==> src/rtl/instruction_fetch_unit.sv <==
// Instruction fetch unit: owns the program counter, drives the instruction ROM,
// and registers the returned word into an IF/ID stage with a valid/ready handshake.
module instruction_fetch_unit #(
    parameter int unsigned          DATA_W     = 32,
    parameter logic [DATA_W-1:0]    RESET_PC   = 32'h0,
    parameter int unsigned          IMEM_WORDS = 7
) (
    input  logic              clk,
    input  logic              rst_n,
    output logic [DATA_W-1:0] PC,
    input  logic [DATA_W-1:0] Instruction,
    output logic              IF_Valid,
    input  logic              ID_Ready,
    output logic [DATA_W-1:0] IF_Instruction,
    output logic [DATA_W-1:0] IF_PC,
    input  logic              Branch_Taken,
    input  logic [DATA_W-1:0] Branch_Target,
    output logic              Fetch_Done
);

    localparam int unsigned PC_STEP = 4;

    typedef enum logic {
        RUN  = 1'b0,
        DONE = 1'b1
    } state_t;

    state_t            state;
    state_t            state_nxt;
    logic [DATA_W-1:0] fetch_pc;
    logic [DATA_W-1:0] pc_nxt;
    logic [DATA_W-1:0] instr_nxt;
    logic [DATA_W-1:0] if_pc_nxt;
    logic              valid_nxt;
    logic              done_nxt;

    logic              accept;
    logic              in_range;
    logic [DATA_W-1:0] target_aligned;
    logic              unused_target_bits;

    // Handshake/range qualifiers and word-aligned redirect address
    assign accept             = !IF_Valid || ID_Ready;
    assign in_range           = (fetch_pc >> 2) < DATA_W'(IMEM_WORDS);
    assign target_aligned     = {Branch_Target[DATA_W-1:2], 2'b00};
    assign unused_target_bits = ^Branch_Target[1:0];

    assign PC = fetch_pc;

    // State and IF/ID register update
    always_ff @(posedge clk or negedge rst_n) begin
        if (!rst_n) begin
            state          <= RUN;
            fetch_pc       <= RESET_PC;
            IF_Valid       <= 1'b0;
            IF_Instruction <= '0;
            IF_PC          <= '0;
            Fetch_Done     <= 1'b0;
        end else begin
            state          <= state_nxt;
            fetch_pc       <= pc_nxt;
            IF_Valid       <= valid_nxt;
            IF_Instruction <= instr_nxt;
            IF_PC          <= if_pc_nxt;
            Fetch_Done     <= done_nxt;
        end
    end

    // Next-state: redirect beats capture; capture only while the PC is inside the program
    always_comb begin
        state_nxt = state;
        pc_nxt    = fetch_pc;
        valid_nxt = IF_Valid;
        instr_nxt = IF_Instruction;
        if_pc_nxt = IF_PC;
        done_nxt  = Fetch_Done;

        case (state)
            RUN: begin
                if (Branch_Taken) begin
                    pc_nxt    = target_aligned;
                    valid_nxt = 1'b0;
                end else if (accept && in_range) begin
                    instr_nxt = Instruction;
                    if_pc_nxt = fetch_pc;
                    valid_nxt = 1'b1;
                    pc_nxt    = fetch_pc + DATA_W'(PC_STEP);
                end else if (accept) begin
                    valid_nxt = 1'b0;
                    done_nxt  = 1'b1;
                    state_nxt = DONE;
                end
            end
            DONE: begin
                valid_nxt = 1'b0;
                done_nxt  = 1'b1;
                if (Branch_Taken) begin
                    pc_nxt    = target_aligned;
                    done_nxt  = 1'b0;
                    state_nxt = RUN;
                end
            end
            default: begin
                state_nxt = RUN;
            end
        endcase
    end

endmodule

==> config.mk <==
export PLATFORM = sky130hd
export DESIGN_NAME = instruction_fetch_unit
export DESIGN_NICKNAME = d
export VERILOG_FILES = /design/src/rtl/instruction_fetch_unit.sv
export SDC_FILE = /design/constraint.sdc
export NUM_CORES = 1
export LEC_CHECK = 0
export ABC_CLOCK_PERIOD_IN_PS = 2350
export CAP_MARGIN = 15
export CORE_UTILIZATION = 41
export CTS_CLUSTER_DIAMETER = 120
export DETAILED_ROUTE_END_ITERATION = 10
export PLACE_DENSITY = 0.8
export SLEW_MARGIN = 0
export SYNTH_ARGS = -nofsm -noshare
export SYNTH_HDL_FRONTEND = slang
export SYNTH_SLANG_ARGS = --single-unit
==> constraint.sdc <==
create_clock -name clk -period 2.35 [get_ports clk]
set_clock_uncertainty 0.15 [all_clocks]
set_input_delay 0.47 -clock clk [delete_from_list [all_inputs] [get_ports clk]]
set_output_delay 0.47 -clock clk [all_outputs]
set_load 0.01 [all_outputs]
==> results.sh <==
export IMPL_status="complete, but fails checks"
export IMPL_violations="hold timing"
export IMPL_pin_count=166
export IMPL_power_density_nw_per_um2=615
export IMPL_antenna_found_initial=0
export IMPL_fmax_mhz=432
export IMPL_irDropWorstVdd_v=0.000372
export IMPL_synth_seq_cells=95
export IMPL_synth_distinct_cells=26
export IMPL_core_um2=8340
export IMPL_drive_above_1_share_pct=23.9
export IMPL_via_count=2656
export IMPL_worst_slack_ns=0.0330
export IMPL_die_h_um=95.7
export IMPL_post_dp_cell_area_um2=5380
export IMPL_cts_buffers=9
export IMPL_gr_total_overflow=0
export IMPL_fin_cells=541
export IMPL_grt_start_max_net_pins=51
export IMPL_first_iter_violations=32
export IMPL_initial_core_util_pct=43.2
export IMPL_cts_max_path_buffers=2
export IMPL_p_leak_nw=2.66
export IMPL_drc_errors=0
export IMPL_fin_total_pwr_w=0.00368
export IMPL_dp_slack_ns=-0.0783
export IMPL_timing_final_max_slew_violations=0
export IMPL_drt_wl_total_mm=9.34
export IMPL_place_detailed_hpwl_mm=6.07
export IMPL_rsz0062_at_grt="yes"
export IMPL_finalSetupViolCount=0
export IMPL_via_per_inst=4.91
export IMPL_rows=33
export IMPL_maxSlewHeadroom_pct=55.4
export IMPL_cts_sinks=95
export IMPL_syn_area_per_cell_um2=15.0
export IMPL_hold_ws_ns=-0.00743
export IMPL_crit_type="flop to flop"
export IMPL_final_common_cell="clkdlybuf4s50_1"
export IMPL_synth_area_leaders="dfrtp_1 (66%), mux2_1 (10%), mux2_2 (8.8%)"
export IMPL_yosysSeqAreaShare_pct=66.0
export IMPL_cts_root_buffer="clkbuf_8"
export IMPL_routabilityCongestion=0.814
export IMPL_die_area_um2=9160
export IMPL_design_area_um2=5990
export IMPL_final_antenna_net_count=0
export IMPL_critPathMaxFanout=9
export IMPL_nets=500
export IMPL_setup_tns_ns=0
export IMPL_drv_cap=0
export IMPL_final_cell_mix="clkdlybuf4s50_1 (158), dfrtp_1 (95), nor2b_1 (31), mux2_2 (26), buf_4 (24)"
export IMPL_synthCells=240
export IMPL_yosysWarnings=0
export IMPL_end_kind="flop"
export IMPL_tightest_slew_ns=0.669
export IMPL_placed_cells=507
export IMPL_ys_flop_type="dfrtp_1"
export IMPL_antenna_diode_count=0
export IMPL_clk_insertion_delay_late_ns=0.35
export IMPL_grt_pass1_wl_mm=13.4
export IMPL_synth_area_leader_cell="dfrtp_1"
export IMPL_fin_crit_sh_pct=98.6
export IMPL_clk_transition_reported_paths_ns=0.09
export IMPL_ff2ff_path_depth=7
export IMPL_timing_final_hold_violations=5
export IMPL_crit_arrival_ns=2.40
export IMPL_grt_pass1_vias=2609
export IMPL_syn_cell_area_um2=3600
export IMPL_netlist_area_leader_share_pct=66.0
export IMPL_worstPathRequired_ns=2.43
export IMPL_cp_start_kind="flop"
export IMPL_wl_per_cell_um=17.3
export IMPL_syn2layout_area_growth_pct=66.4
export IMPL_groute_usage_overall_pct=19.5
export IMPL_cts_tree="built"
export IMPL_nFillCells=565
export IMPL_ctsHoldBuffers=0
export IMPL_ys_async_sr_fraction_pct=100
export IMPL_synth_edf_count=0
export IMPL_min_period_ns=2.32
export IMPL_htree_num_levels=3
export IMPL_io_buffer_count=159
export IMPL_hold_class="input port to asynchronous set/reset pin"
export IMPL_die_w_um=95.7
export IMPL_drt_pre_antenna_iters=4
==> final timing paths <==
kind	slack, ns	endpoint	from
hold / removal	-0.007	IF_Instruction[27]	rst_n
hold reg to reg	0.34	IF_Instruction[24]	IF_Instruction[24]
setup / recovery	0.03	IF_Instruction[14]	PC[27]
setup reg to reg	0.03	IF_Instruction[14]	PC[27]
max in group asynchronous	1.38	IF_Instruction[13]	rst_n
min in group clk	0.34	IF_Instruction[24]	IF_Instruction[24]
==> kinds of logic after synthesis <==
kind of cell,after synthesis,share of synthesized area (%)
and+or+nand+nor,55,9.76
buffers and inverters,16,2.50
muxes,61,19.1
DFF,95,66.0
other,1,0.104
AOI/OAI and AO/OA,11,2.22
adders and majority gates,1,0.347
==> area by class of cell <==
class / count / area, µm² / area share [%]
clock buffers: 11 / 141 / 2.36
clock inverters: 5 / 129 / 2.15
inverters: 2 / 7.51 / 0.125
multi-input cells: 132 / 1260 / 21.1
flip-flops and latches: 95 / 2380 / 39.7
well taps: 105 / 131 / 2.19
repair buffers: 191 / 1940 / 32.4
==> sequential cells by signal, indices dropped and copies added (netlist names) <==
register        cells
IF_Instruction     32
Fetch_Done          1
IF_Valid            1
IF_PC              30
PC                 30
state               1
==> metrics by stage <==
stage,hold slack (ns),utilization [%]
after CTS,0.0113,68.8
after global placement,0.317,64.5
final,-0.00743,71.9
after detailed placement,0.324,64.5
after floorplan,0.0244,-
after global routing,0.0197,71.9
==> power breakdown <==
| group | switching, W | leakage (nW) | internal [W] |
|---|---|---|---|
| clock network | 0.000553 | 0.134 | 0.000846 |
| registers | 0.0000631 | 1.22 | 0.00171 |
| logic | 0.000180 | 1.31 | 0.000327 |
| total | 0.000796 | 2.66 | 0.00289 |
==> metal layers <==
layer | GRT usage [%] | routed length, µm | up-vias
met2 | 34.3 | 4750 | 115
li1 | - | - | 1214
met5 | 0 | 0 | -
met1 | 23.2 | 3780 | 1316
met4 | 7.09 | 117 | 0
met3 | 4.82 | 689 | 11
==> critical path: stages, from the launching register on <==
cell and delay, ns:
dfrtp_1 0.41, nor4_2 0.28, buf_4 0.16, nand4_1 0.16, nor4_4 0.36, buf_6 0.18, clkbuf_16 0.16, mux2_1 0.33
==> repair_timing <==
action	4_1_cts	5_1_grt
buffers inserted	4	9
cloned	1	4
pin swaps	1	3
gates resized for setup	4	29
setup endpoints to repair	35	45
==> synthesized netlist by cell type (2+ instances only) <==
library cell  count
mux2_2           28
nor4_1            6
clkbuf_1          6
o21ai_0           2
mux2_1           33
inv_1             2
dfrtp_1          95
a2bb2oi_1         3
a21oi_1           2
nand4_1           5
nor2b_1          31
nor2_1            4
and4_1            3
buf_4             8
Note: power is estimated with default switching activity, not from simulation.
